**src/rtl/issue_unit.sv**
```systemverilog
// Tomasulo issue stage: pops the instruction queue, allocates a station, renames via an 8-entry RAT.
// Optional ISSUE_STATS_EN adds saturating stall/issue counters.
module issue_unit #(
  parameter int N_ADD = 3,
  parameter int N_MUL = 2,
  parameter int N_LD  = 2
) (
  input  logic             CLK,
  input  logic             CLR,
  input  logic             vazio,
  output logic             rtr,
  input  logic [15:0]      instrIn,
  input  logic [N_ADD-1:0] addFree,
  input  logic [N_MUL-1:0] mulFree,
  input  logic [N_LD-1:0]  ldFree,
  input  logic             cdbValid,
  input  logic [3:0]       cdbTag,
  output logic             issueValid,
  output logic [2:0]       issueOp,
  output logic [3:0]       issueTag,
  output logic [2:0]       issueRd,
  output logic [2:0]       issueRs,
  output logic [2:0]       issueRt,
  output logic             qjBusy,
  output logic             qkBusy,
  output logic [3:0]       qjTag,
  output logic [3:0]       qkTag
`ifdef ISSUE_STATS_EN
  ,
  output logic [15:0]      stallCnt,
  output logic [15:0]      issueCnt
`endif
);

  localparam logic [1:0] IDLE = 2'd0;
  localparam logic [1:0] POP  = 2'd1;
  localparam logic [1:0] HOLD = 2'd2;

  logic [1:0]  state;
  logic [11:0] ir;
  logic [7:0]  rat_busy;
  logic [3:0]  rat_tag [8];

  logic [2:0] op, rd, rs, rt;
  logic       is_nop, fire, stall, writes_rd;
  logic [3:0] free_vec;
  logic [1:0] cls, idx;
  logic       any_free, found;
  logic       j_busy, k_busy;
  logic [3:0] j_tag, k_tag, new_tag;

  logic [2:0] held_op, held_rd, held_rs, held_rt;
  logic [3:0] held_tag, held_qj_tag, held_qk_tag;
  logic       held_qj_busy, held_qk_busy;

  // Low nibble of the instruction word carries no information.
  logic unused_low;
  assign unused_low = ^instrIn[3:0];

  assign op = ir[11:9];
  assign rd = ir[8:6];
  assign rs = ir[5:3];
  assign rt = ir[2:0];

  always_comb begin
    logic [3:0] add_pad, mul_pad, ld_pad;
    add_pad = '0;
    mul_pad = '0;
    ld_pad  = '0;
    add_pad[N_ADD-1:0] = addFree;
    mul_pad[N_MUL-1:0] = mulFree;
    ld_pad[N_LD-1:0]   = ldFree;
    is_nop = op[2] & op[1];
    case (op[2:1])
      2'b00:   begin cls = 2'b01; free_vec = add_pad; end
      2'b01:   begin cls = 2'b10; free_vec = mul_pad; end
      2'b10:   begin cls = 2'b11; free_vec = ld_pad;  end
      default: begin cls = 2'b00; free_vec = '0;      end
    endcase
    idx   = '0;
    found = 1'b0;
    for (int unsigned i = 0; i < 4; i++) begin
      if (free_vec[i] && !found) begin
        idx   = i[1:0];
        found = 1'b1;
      end
    end
    any_free  = |free_vec;
    new_tag   = {cls, idx};
    fire      = (state == HOLD) && !CLR && !is_nop && any_free;
    stall     = (state == HOLD) && !CLR && !is_nop && !any_free;
    writes_rd = (op != 3'b101);
  end

  // Source lookup reads the pre-update RAT; a matching CDB broadcast resolves the operand now.
  always_comb begin
    j_busy = rat_busy[rs] && !(cdbValid && rat_tag[rs] == cdbTag);
    j_tag  = j_busy ? rat_tag[rs] : '0;
    k_busy = rat_busy[rt] && !(cdbValid && rat_tag[rt] == cdbTag) && (op != 3'b100);
    k_tag  = k_busy ? rat_tag[rt] : '0;
  end

  assign rtr        = (state == IDLE) && !vazio && !CLR;
  assign issueValid = fire;
  assign issueOp    = fire ? op      : held_op;
  assign issueTag   = fire ? new_tag : held_tag;
  assign issueRd    = fire ? rd      : held_rd;
  assign issueRs    = fire ? rs      : held_rs;
  assign issueRt    = fire ? rt      : held_rt;
  assign qjBusy     = fire ? j_busy  : held_qj_busy;
  assign qkBusy     = fire ? k_busy  : held_qk_busy;
  assign qjTag      = fire ? j_tag   : held_qj_tag;
  assign qkTag      = fire ? k_tag   : held_qk_tag;

  always_ff @(posedge CLK) begin
    if (CLR) begin
      state <= IDLE;
      ir    <= '0;
    end else begin
      case (state)
        IDLE:    if (!vazio) state <= POP;
        POP: begin
          ir    <= instrIn[15:4];
          state <= HOLD;
        end
        HOLD:    if (is_nop || any_free) state <= IDLE;
        default: state <= IDLE;
      endcase
    end
  end

  always_ff @(posedge CLK) begin
    if (CLR) begin
      held_op      <= '0;
      held_tag     <= '0;
      held_rd      <= '0;
      held_rs      <= '0;
      held_rt      <= '0;
      held_qj_busy <= 1'b0;
      held_qk_busy <= 1'b0;
      held_qj_tag  <= '0;
      held_qk_tag  <= '0;
    end else if (fire) begin
      held_op      <= op;
      held_tag     <= new_tag;
      held_rd      <= rd;
      held_rs      <= rs;
      held_rt      <= rt;
      held_qj_busy <= j_busy;
      held_qk_busy <= k_busy;
      held_qj_tag  <= j_tag;
      held_qk_tag  <= k_tag;
    end
  end

  // Issue write is applied after the CDB clear so it wins on the same entry.
  always_ff @(posedge CLK) begin
    if (CLR) begin
      rat_busy <= '0;
      for (int unsigned i = 0; i < 8; i++) rat_tag[i] <= '0;
    end else begin
      for (int unsigned i = 0; i < 8; i++) begin
        if (cdbValid && rat_busy[i] && rat_tag[i] == cdbTag) begin
          rat_busy[i] <= 1'b0;
          rat_tag[i]  <= '0;
        end
        if (fire && writes_rd && rd == i[2:0]) begin
          rat_busy[i] <= 1'b1;
          rat_tag[i]  <= new_tag;
        end
      end
    end
  end

`ifdef ISSUE_STATS_EN
  always_ff @(posedge CLK) begin
    if (CLR) begin
      stallCnt <= '0;
      issueCnt <= '0;
    end else begin
      if (stall && stallCnt != '1) stallCnt <= stallCnt + 16'd1;
      if (fire && issueCnt != '1)  issueCnt <= issueCnt + 16'd1;
    end
  end
`endif

endmodule

```
**config.mk**
```make
export PLATFORM = sky130hd
export DESIGN_NAME = issue_unit
export DESIGN_NICKNAME = d
export VERILOG_FILES = /design/src/rtl/issue_unit.sv
export SDC_FILE = /design/constraint.sdc
export NUM_CORES = 1
export LEC_CHECK = 0
export CORE_MARGIN = 10
export CORE_UTILIZATION = 48
export DETAILED_ROUTE_END_ITERATION = 8
export HOLD_SLACK_MARGIN = 0.05
export PLACE_DENSITY = 0.71
export SETUP_SLACK_MARGIN = 0.5
export SLEW_MARGIN = 20
export SYNTH_ARGS = -nofsm -noshare
export SYNTH_HDL_FRONTEND = slang
export SYNTH_SLANG_ARGS = --single-unit
```
**constraint.sdc**
```tcl
create_clock -name CLK -period 5.7 [get_ports CLK]
set_input_delay 0.57 -clock CLK [delete_from_list [all_inputs] [get_ports CLK]]
set_output_delay 0.57 -clock CLK [all_outputs]
set_load 0.05 [all_outputs]
```
* Word-level counts from Yosys, hierarchy flattened *
Memory sizes are Yosys's and may differ from the RTL's. A register that Yosys moved wholly into a read port is not among the register bits.
Index checks and enable logic that the tools add are counted.
W data, S select, Z words.

storage, ports and cells
  register bits after elaboration = 48
  memory bits (writable) = 32
  bits of input ports = 31
  output and inout bits = 28
  logic and storage cells = 236
  memories kept = 1

memory list
  name     depth  width  rd ports  clocked after Yosys merged registers in  wr ports  RTL line  text
  rat_tag  8      4      10        2                                        8         42        logic [3:0] rat_tag [8];

cells by class
  magnitude comparators = 2
  eq/ne operators = 25
  muxes and demuxes = 112
  bitwise logic cells = 17
  reductions and logical operators = 60

operators by type and width
  cell                  number
  $mux W4               21
  $mux W1               74
  $eq A4 B4 Y1          10
  $logic_and A1 B1 Y1   37
  $mux W3               8
  $or A1 B1 Y1          16
  $reduce_bool A2 Y1    8
  $eq A3 B3 Y1 const B  4
  $pmux W2 S3           2
  $pmux W3 S3           1
  $logic_not A1 Y1      8
  $lt A3 B4 Y1 const B  2
  $mux W2               4
  $bmux W1 S3           2
  $eq A3 B2 Y1 const B  2
  $ne A3 B3 Y1 const B  2
  $eq A2 B1 Y1 const B  2
  $eq A2 B2 Y1 const B  2
  $logic_not A2 Y1      2
  $reduce_or A4 Y1      1
  $eq A3 B1 Y1 const B  1
  $logic_not A3 Y1      1
  $ne A2 B1 Y1 const B  1
  $ne A2 B2 Y1 const B  1
  4 further kinds       4

* Longest topological paths before layout *
Gate-level depths: netlist of the first run.

  word-level depth = 13
  depth in mapped cells = 9
  gate-level depth less buffers = 7

* Worst setup path after synthesis of the first run *
OpenSTA, ideal clock, no wires.

  kind = register to output
  start point = register ir[10]
  end point = output port qjTag[1]
  arrival time = 2.988 ns
  required time = 5.130 ns
  setup slack = 2.142 ns
  stages on the path, launching flop included = 9
  buffers on the path = 2
  path through = dfxtp_1 > ha_1 > or4b_4 > a41o_1 > buf_6 > buf_6 > nor2_1 > o41ai_4 > o21ai_0

on the way
  cells in the longest elaborated chain, start to end = 5
  elaborated cells on any way between the ends = 10
  classes of those cells = eq/ne (2); mux (2); bitwise (1); reduce/logical (5)

ends and longest elaborated chain
  item                                                     RTL line  text
  start, declared                                          40        logic [11:0] ir;
  start signal, assigned                                   123       ir <= instrIn[15:4];
  $eq A2 B2 Y1 (tied with other cells)                     74        case (op[2:1])
  $pmux W3 S3 or $logic_not A1 Y1 (tied branches)          n/a
  $reduce_or A4 Y1 or $logic_and A1 B1 Y1 (tied branches)  n/a
  $logic_and A1 B1 Y1 *                                    90        fire = (state == HOLD) && !CLR && !is_nop && any_free;
  $mux W4 *                                                n/a
  end, declared                                            26        output logic [3:0] qjTag,

Mark *: on every way between the ends. The rest lies on a longest branch, timed or not.

* Worst setup path after layout of the first run *
  start point = register ir[10]
  end point = output port qjBusy

on the way
  cells in the longest elaborated chain, start to end = 5
  elaborated cells on any way between the ends = 10
  classes of those cells = eq/ne (2); mux (2); bitwise (1); reduce/logical (5)

ends and longest elaborated chain
  item                                                     RTL line  text
  $eq A2 B2 Y1 (tied with other cells)                     74
  $pmux W3 S3 or $logic_not A1 Y1 (tied branches)          n/a
  $reduce_or A4 Y1 or $logic_and A1 B1 Y1 (tied branches)  n/a
  $logic_and A1 B1 Y1 *                                    90
  $mux W1 *                                                n/a
  end, declared                                            24        output logic qjBusy,

Marks and branches as above.

==> metrics.md, run 1 <==
| Metric | Value |
|---|---|
| First-pass GRT wire length | 17,690 um |
| Pin count of the biggest net entering global routing | 50 |
| RSZ-0062 raised after global routing | no |
| Share of layout cells above drive strength 1 | 0.1235 |
| Initial core utilization | 0.4886 |
| Post-synthesis net count | 472 |
| Fin worst setup slack | 1.186 ns |
| Upper clock frequency limit | 221.6 MHz |
| Synth Area in Compound Gates | 0.09078 |
| Slowest-stage cell, CP | a41o_1 |
| Clock skew | about 0.016 ns |
| Leak | 1.891 nW |
| Post-synth cell types | 45 |
| Kind of start point of the critical path | flip-flop |
| Max_cap viols | 0 |
| Primary FF master, synth | dfxtp_1 |
| GPL Wtd Cong | roughly 0.86 |
| R2R depth | 7 |
| ANT nets after route | 0 |
| Initial DRC Count | 244 |
| Fin crit period | approximately 4.5 ns |
| HP Class | flip-flop to flip-flop |
| Critical path depth | 8 |
| Final setup viols | 0 |
| Setup TNS | 0 ns |
| Reg power frac | 0.526 |
| Max FO, Critical Path | 26 |
| Tightest Pin Transition | 1.094 ns |
| Worst-skew pair later-pin latency | 0.36 ns |
| Area Growth Syn to Fin | 16.90% |
| CP required | 5.13 ns |
| Synth Register Bits | 86 |
| Setup slack after placement | 1.314 ns |
| Nets | 517 |
| Maximum vdd ir drop | 0.1366 mV |
| CP peak stage delay | 0.99 ns |
| Combinational family with the most area after synthesis | simple AND/OR/NAND/NOR gates |
| Final core utilization | 0.5712 |
| Top cell type by total area after synthesis | dfxtp_1 |
| Area contributors post-synth | dfxtp_1, edfxtp_1, mux2i_1 |
| XOR/XNOR Fraction of Synth Area | 0.06238 |
| Number of gates resized after CTS | 0 |
| Final hold vios | 0 |
| # port buffers | 54 |
| Power share of the clock group | 0.349 |
| Yosys top cell area share | 0.2406 |
| Layout filler cell count | 801 |
| Remaining global-route overflow | 0 |
| Post-synth EDFFs | 32 |
| Outcome | finished clean |
| Slew headroom | 0.2709 |
| Clk sinks | 86 |
| N_diodes | 0 |
| CTS tree | done |
| Area of the die | ~14,000 um2 |
| # Post-CTS Setup Buffers | 0 |
| Crit end category | output port |
| Vias per cell | 5.687 |
| Clock Path Buffers | 2 |
| Core area | 9196 um2 |
| Ys async rst share | 0 |
| GRT Util Overall | 0.1669 |
| Final Routed Wirelength | 11,110 um |
| Std cell rows | 35 |
| Delay-heaviest family, CP | compound AO/OA/AOI/OAI gates |
| Hold_buf cts | 0 |
| Max-slew violation count | 0 |
| Area share of and/or/nand/nor cells after synthesis | 0.1757 |
| Mux contribution to synthesized area | 0.1688 |
| Post-detail-place hpwl | 8294 um |
| Clk slew on worst S/H paths | 0.09 ns |
| Arr. time, crit path | 3.94 ns |
| I/O Pins | 59 |
| Mean Syn Cell Area | 10.28 um2 |
| Sw power | 0.3504 mW |
| Initial antenna violation count | 0 |
| Final worst-path cycle share | 0.7919 |
| Yosys warnings | 0 |
| Critical path buffer and inverter count | 3 |
| DR pass1 iterations | 5 |
| CP most frequent cell | nand2_1 |
| Synth Cell Area | 4493 um2 |
| Die X | between 100 and 150 um |
| Post-Layout Cell Count | ~600 |
| Inst Count DP | ~580 |
| Post-DR wirelength/cell | approximately 19 um |
| CTS H-tree lvls | 3 |
| Sequential cell area fraction in the yosys report | 0.4545 |
| Root buf cell | clkbuf_8 |
| DRC viols | 0 |
| Critical path class | flip-flop to output port |
| Syn Inst Count | 437 |
| Post-Synth Adder-Cell Area | 0.01114 |
| Pwr/cell area | around 250 nW/um2 |
| Die height | 116.8 um |
| CTS buffer count | 9 |
| Vias in the first global route | 3,464 |
| Worst path cell trace | inv_1, ha_1, a222oi_1, a41o_1, buf_4, nand2_1, nand2_1, clkdlybuf4s50_1 |
| Vias post-DR | 3,395 |
| Hold depth | 2 |
| Comb power frac | 0.126 |
| P_int | 0.9381 mW |
| Switching share of power | 0.2719 |
-- cell usage after synthesis (4+ instances only) --
master and n:
edfxtp_1 32, buf_6 5, dfxtp_1 54, xor2_1 20, inv_1 10, nand2_1 76, nand3b_1 7, o21ai_0 19
mux2i_1 30, nor2b_1 19, a41oi_1 6, a21oi_1 17, ha_1 4, nor2_1 35, clkbuf_1 15, xnor2_1 12
mux2_2 14, nor3_1 11, mux4_2 12
-- cell families (layout without fill, tap and decap cells) --
| group | count (synthesis) | in the layout |
|---|---|---|
| AO/OA/AOI/OAI | 60 | 60 |
| XOR/XNOR | 32 | 32 |
| adder cells (fa/ha/maj) | 4 | 4 |
| buffers and inverters | 33 | 82 |
| flip-flops | 86 | 86 |
| multiplexers | 58 | 58 |
| AND/OR/NAND/NOR | 164 | 164 |
-- state kept, by name, summed over array words and instances, names as in the netlist, named ones only --
register,count
held_rt,3
ir,12
held_rd,3
held_rs,3
rat_busy,8
state,2
held_op,3
held_qj_tag,4
held_qk_busy,1
held_qj_busy,1
rat_tag,32
held_tag,4
held_qk_tag,4
-- through the flow --
| step | total power [mW] | cell area [um2] | hold slack (ns) |
|---|---|---|---|
| floorplan | 0.7975 | 4493 | 0.4394 |
| global placement | 0.8478 | 5046 | 0.4482 |
| detailed placement | 0.8524 | 5046 | 0.4614 |
| CTS | 1.293 | 5253 | 0.4736 |
| global route | 1.332 | 5253 | 0.4970 |
| finish | 1.288 | 5253 | 0.4726 |
-- path summary, 6_finish.rpt --
check / startpoint / end / slack [ns]
max: ir[10] / qjBusy / 1.19
min: held_qj_busy / held_qj_busy / 0.47
max reg2reg: ir[10] / rat_tag[7][2] / 2.54
min reg2reg: held_qj_busy / held_qj_busy / 0.47
-- layer usage --
layer	wire length (um)	up-vias	global-route usage
met2	5365	116	0.2760
met5	0	-	0
met3	746	22	0.04263
met4	255	0	0.06507
li1	-	1627	-
met1	4739	1630	0.2037
-- power groups by stage --
stage / logic (mW) / registers, mW / clock network, mW
3_5_place_dp: 0.161 / 0.692 / 0
6_report: 0.162 / 0.677 / 0.450
2_1_floorplan: 0.118 / 0.679 / 0
3_3_place_gp: 0.157 / 0.690 / 0
5_1_grt: 0.174 / 0.680 / 0.478
4_1_cts: 0.162 / 0.677 / 0.454
-- worst min-delay path, cell delays in order, from the launching register on --
cell     delay [ns]
dfxtp_1        0.31
nand2_1        0.07
a21oi_1        0.06
-- cell usage in the layout (no fill, tap or decap), drive strengths merged, types with 7 or more instances in the layout --
| cell | Yosys | routed |
|---|---|---|
| xnor2 | 12 | 12 |
| inv | 10 | 14 |
| edfxtp | 32 | 32 |
| dfxtp | 54 | 54 |
| nor2b | 19 | 19 |
| buf | 7 | 9 |
| mux4 | 12 | 12 |
| nor2 | 35 | 35 |
| o21ai | 19 | 19 |
| mux2i | 30 | 30 |
| a21oi | 17 | 17 |
| nor3 | 12 | 12 |
| xor2 | 20 | 20 |
| nand2 | 76 | 76 |
| clkbuf | 15 | 11 |
| clkdlybuf4s50 | 0 | 47 |
| nand3b | 7 | 7 |
| mux2 | 16 | 16 |
-- final cells by class --
type | instances | area [um2] | area share
clock inverter | 4 | 32.53 | 0.006193
sequential | 86 | 2042 | 0.3888
multi-input combinational | 318 | 2286 | 0.4352
tap | 111 | 138.9 | 0.02644
timing repair buffer | 56 | 538.0 | 0.1024
inverter | 11 | 41.29 | 0.007861
clock buffer | 11 | 173.9 | 0.03311
Note: power is estimated with default switching activity, not from simulation.
==> run 2, diff against run 1 <==
- clock period: 5.7 -> 4.21 ns (I/O delays scaled with it)
==> run 2 against run 1 <==
Clock skew up 0.0017 ns. First-iteration DRC count down 4.1%. Wire length shrank 1.3%. Global-route usage up 0.13 points. Largest power group unchanged.
==> metrics.md, run 2 (synthesis gave the netlist of run 1 again) <==
| Metric | Value |
|---|---|
| DR pass1 iterations | 5 |
| Clk sinks | 86 |
| GPL Wtd Cong | 0.9276 |
| Clk slew on worst S/H paths | 0.10 ns |
| Final hold vios | 0 |
| Tightest Pin Transition | 0.8911 ns |
| Initial core utilization | 0.4886 |
| Hold depth | 2 |
| # Post-CTS Setup Buffers | 0 |
| Die height | between 100 and 150 um |
| FF/Latch Area | 2043 um2 |
| Nets | between 500 and 600 |
| Post-detail-place hpwl | 8244 um |
| Worst-skew pair later-pin latency | 0.37 ns |
| GRT Util Overall | 0.1682 |
| CTS tree | done |
| DRC viols | 0 |
| I/O Pins | 59 |
| Inst Count DP | 585 |
| Pin count of the biggest net entering global routing | 50 |
| Outcome | finished clean |
| Crit end category | output port |
| Max-slew violation count | 0 |
| Most common cell after layout, fill and taps aside | nand2_1 |
| Root buf cell | clkbuf_8 |
| Most frequent cells in the layout | nand2_1, dfxtp_1, nor2_1, edfxtp_1, mux2i_1 |
| Critical path buffer and inverter count | 3 |
| Hold EP | held_qj_tag[0] |
| Upper clock frequency limit | about 280 MHz |
| Die X | 116.8 um |
| Share of layout cells above drive strength 1 | 0.1714 |
| N_diodes | 0 |
| Crit path launch | ir[10] |
| Kind of start point of the critical path | flip-flop |
| CP peak stage delay | ~0.45 ns |
| Remaining global-route overflow | 0 |
| Clock skew | ~0.017 ns |
| Delay-heaviest family, CP | compound AO/OA/AOI/OAI gates |
| Initial antenna violation count | 0 |
| Vias per cell | 5.606 |
| Footprint of the multi-input gates | 2286 um2 |
| Pwr/cell area | 308.7 nW/um2 |
| First-pass GRT wire length | 17,870 um |
| Area of the die | 13,630 um2 |
| Leak | between 2 and 2.5 nW |
| Std cell rows | 35 |
| Max FO, Critical Path | 40 |
| Clock Path Buffers | 2 |
| Maximum vdd ir drop | between 0.15 and 0.2 mV |
| # port buffers | 54 |
| Post-DR wirelength/cell | 18.24 um |
| Final Routed Wirelength | 10,960 um |
| Reg2reg start | ir[10] |
| Max reg flops | 32 |
| HP Class | flip-flop to flip-flop |
| Post-Layout Cell Count | 601 |
| CP required | 3.79 ns |
| Critical path class | flip-flop to output port |
| Arr. time, crit path | between 3 and 4 ns |
| R2R depth | 7 |
| Slowest-stage cell, CP | a222oi_1 |
| CTS H-tree lvls | 3 |
| RSZ-0062 raised after global routing | no |
| ANT nets after route | 0 |
| Min-Delay Startpoint | held_qj_tag[0] |
| Initial DRC Count | between 200 and 250 |
| Vias in the first global route | 3,445 |
| Setup TNS | 0 ns |
| Worst path cell trace | inv_1, ha_1, a222oi_1, a41o_1, buf_4, mux2_2, buf_12 |
| Final setup viols | 0 |
| Vias post-DR | 3,369 |
| Final worst-path cycle share | 0.8387 |
| Max_cap viols | 0 |
| Fin crit period | 3.531 ns |
| Core area | 9196 um2 |
| CTS buffer count | 9 |
| Largest reg by FF count | rat_tag |
| FF-to-FF setup slack | between 1 and 1.5 ns |
| Area Growth Syn to Fin | 23.20% |
| FF-to-FF End | rat_tag[0][1] |
| Biggest regs | rat_tag: 32 flops, ir: 12 flops, rat_busy: 8 flops |
| Layout filler cell count | 797 |
| Slew headroom | 0.4047 |
-- run 2: changes by cell type in the layout (fill, tap and decap cells not counted), sizes merged --
cell,previous run,this run
clkdlybuf4s50,47,27
buf,9,32
clkinv,1,3
inv,14,13
-- run 2: per-layer routing --
metal  vias up  GRT usage  part of all wire
met5         -          0                 0
met4         0    0.08567             0.028
met3        21    0.03287             0.053
met2        91     0.2767              0.49
met1      1620     0.2049              0.43
li1       1637          -                 -
-- run 2: power breakdown --
| group | internal, mW | total, mW | switching [mW] |
|---|---|---|---|
| clock | 0.256 | 0.570 | 0.314 |
| sequential | 0.883 | 0.913 | 0.0296 |
| combinational | 0.102 | 0.226 | 0.124 |
| total | 1.24 | 1.71 | 0.468 |
-- run 2: through the flow --
step | total power [mW] | util | setup slack, ns | hold slack, ns | cell area (um2)
floorplan | 1.080 | - | 0.8013 | 0.4394 | 4493
CTS | 1.718 | 0.6018 | 0.5649 | 0.4712 | 5534
detailed placement | 1.159 | 0.5811 | 0.9865 | 0.4572 | 5344
global route | 1.773 | 0.6019 | 0.5166 | 0.5032 | 5535
global placement | 1.153 | 0.5811 | 1.013 | 0.4503 | 5344
finish | 1.709 | 0.6019 | 0.6793 | 0.4680 | 5535
-- run 2: final cells by class --
| class | count | share of cell area |
|---|---|---|
| clock inverters | 5 | 0.006781 |
| clock buffers | 11 | 0.02758 |
| repair buffers | 59 | 0.1510 |
| well taps | 111 | 0.02509 |
| flip-flops and latches | 86 | 0.3691 |
| inverters | 11 | 0.007459 |
| multi-input cells | 318 | 0.4130 |
-- run 2: worst register-to-register path: stages (launching register included) --
cell and delay (ns):
dfxtp_1 0.37, ha_1 0.26, or4b_4 0.55, a41o_1 0.34, buf_4 0.31, nor3_2 0.42, nand2_1 0.27, nand2_1 0.23
-- run 2: how the worst max path moves through the flow --
stage / end / slack (ns) / cells after the start
detailed placement: qkTag[1] / 0.99 / 6
CTS: qkTag[1] / 0.56 / 6
global route: issueRt[1] / 0.52 / 7
global placement: rat_tag[0][0] / 1.01 / 7
floorplan: qjTag[1] / 0.80 / 8
finish: issueRt[0] / 0.68 / 7
-- run 2: what timing repair did --
item	in CTS	in global routing
resized for setup	0	1
hold buffers	0	0
setup endpoints to repair	0	4
==> run 3, diff against run 2 <==
- clock period: 4.21 -> 3.6 ns (I/O delays scaled with it)
==> run 3 against run 2 <==
Global-route usage is 0.22 points higher. Critical path type unchanged. Critical path depth grew 2. Wire length up 13%. Register-to-register slack lost 0.40 ns. Worst hold slack better by 0.013 ns. Sequential power grew 17%. Clock-buffer cell count unchanged.
==> metrics.md, run 3 (synthesis gave the netlist of run 1 again) <==
| Metric | Value |
|---|---|
| Biggest regs | rat_tag: 32 flops, ir: 12 flops, rat_busy: 8 flops |
| Arr. time, crit path | 2.79 ns |
| CTS tree | done |
| Hold depth | 2 |
| Setup TNS | 0 ns |
| Tightest Pin Transition | approximately 0.89 ns |
| Largest reg by FF count | rat_tag |
| Crit end category | output port |
| Initial core utilization | 0.4886 |
| Die X | 116.8 um |
| Die height | approximately 120 um |
| Final worst-path cycle share | 0.8738 |
| Sw power | 0.5779 mW |
| Vias post-DR | 3,653 |
| GPL Wtd Cong | between 0.9 and 1 |
| Worst-skew pair later-pin latency | 0.36 ns |
| Fin crit period | 3.146 ns |
| Final hold vios | 0 |
| Remaining global-route overflow | 0 |
| Max FO, Critical Path | 7 |
| RSZ-0062 raised after global routing | yes |
| Post-detail-place hpwl | 8629 um |
| Power share of the clock group | 0.337 |
| P_int | 1.524 mW |
| Initial DRC Count | 271 |
| Kind of start point of the critical path | flip-flop |
| Max_cap viols | 0 |
| Clk sinks | 86 |
| Clock skew | 0.01352 ns |
| Post-DR wirelength/cell | between 15 and 20 um |
| Initial antenna violation count | 0 |
| Comb power frac | 0.156 |
| CP required | 3.24 ns |
| Slew headroom | 0.4037 |
| Most frequent cells in the layout | nand2_1, dfxtp_1, nor2_1, buf_4, edfxtp_1 |
| DR pass1 iterations | 8 |
| HP Class | flip-flop to flip-flop |
| Clk slew on worst S/H paths | roughly 0.1 ns |
| Leak | 2.262 nW |
| R2R depth | 7 |
| Max-slew violation count | 0 |
| I/O Pins | 59 |
| CTS H-tree lvls | 3 |
| DRC viols | 0 |
| Reg power frac | 0.507 |
| CTS buffer count | 9 |
| Most common cell after layout, fill and taps aside | nand2_1 |
| Std cell rows | 35 |
| Total Power | between 2 and 2.5 mW |
| Switching share of power | 0.2749 |
| Upper clock frequency limit | about 320 MHz |
| Nets | 556 |
| ANT nets after route | 0 |
| Pin count of the biggest net entering global routing | 50 |
| Final Routed Wirelength | between 10,000 and 15,000 um |
| Share of layout cells above drive strength 1 | 0.2667 |
| Vias per cell | 5.744 |
| Max reg flops | 32 |
| First-pass GRT wire length | around 18,000 um |
| Pwr/cell area | 349.3 nW/um2 |
| Maximum vdd ir drop | between 0.15 and 0.2 mV |
| Clock Path Buffers | 2 |
| Outcome | finished clean |
| Root buf cell | clkbuf_8 |
| Hold_buf cts | 0 |
| GRT Util Overall | 0.1704 |
| Area Growth Syn to Fin | 33.95% |
| N_diodes | 0 |
| Core area | roughly 9000 um2 |
| Critical path class | flip-flop to output port |
| Vias in the first global route | ~3,500 |
| Final setup viols | 0 |
| Area of the die | 13,630 um2 |
| # port buffers | 54 |
run 3: cell types whose count changed in the layout (fill, tap and decap cells not counted), sizes merged:
cell	change
clkbuf	+1
clkdlybuf4s50	-1
clkinv	-1
buf	+36
run 3: area by class of cell:
type | instances | area (um2)
Sequential cell | 86 | 2054
Clock inverter | 4 | 32.53
Timing Repair Buffer | 95 | 1182
Multi-Input combinational cell | 318 | 2395
Fill cell | 708 | 3178
Tap cell | 111 | 138.9
Inverter | 11 | 41.29
Clock buffer | 11 | 173.9
run 3: critical path, stage by stage, from the launching register on:
cell	delay, ns
dfxtp_4	0.43
buf_4	0.19
buf_6	0.15
mux2i_1	0.09
mux4_2	0.55
xnor2_2	0.21
nor4_4	0.42
buf_4	0.19
o21ai_2	0.06
buf_12	0.15
run 3: timing repair:
| action | CTS | global route |
|---|---|---|
| endpoints found under the setup margin | 25 | 25 |
| gates cloned | 0 | 1 |
| setup buffers | 2 | 25 |
| pin swaps | 3 | 8 |
| gates resized for setup | 9 | 35 |
run 3: metal layers:
layer	part of all wire	GRT usage	vias up	wire, um
met1	0.41	0.2065	1773	5037
met4	0.015	0.04613	0	184
li1	-	-	1712	-
met3	0.068	0.04468	17	846
met2	0.51	0.2921	151	6335
met5	0	0	-	0
run 3: path summary, 6_finish.rpt:
path,start,endpoint,slack [ns]
min,held_qj_tag[0],held_qj_tag[0],0.48
max,flip-flop,qkTag[2],0.45
max reg2reg,ir[10],rat_tag[6][3],0.77
min reg2reg,held_qj_tag[0],held_qj_tag[0],0.48
run 3: metrics by stage:
stage               utilization  area, um2  hold slack, ns  instances  worst slack (ns)
floorplan                     -       4493          0.4317        437            0.2523
global placement         0.5887       5414          0.4517        593            0.4848
detailed placement       0.5887       5414          0.4619        593            0.4254
CTS                      0.6161       5665          0.4748        610            0.4888
global route             0.6544       6018          0.5110        636            0.3730
finish                   0.6544       6018          0.4814        636            0.4543
run 3: power groups by stage:
| stage | clock (mW) | sequential [mW] | combinational [mW] |
|---|---|---|---|
| after floorplan | 0 | 1.08 | 0.188 |
| after global placement | 0 | 1.09 | 0.270 |
| after detailed placement | 0 | 1.09 | 0.276 |
| after CTS | 0.715 | 1.07 | 0.282 |
| after global routing | 0.751 | 1.07 | 0.347 |
| final | 0.709 | 1.07 | 0.328 |
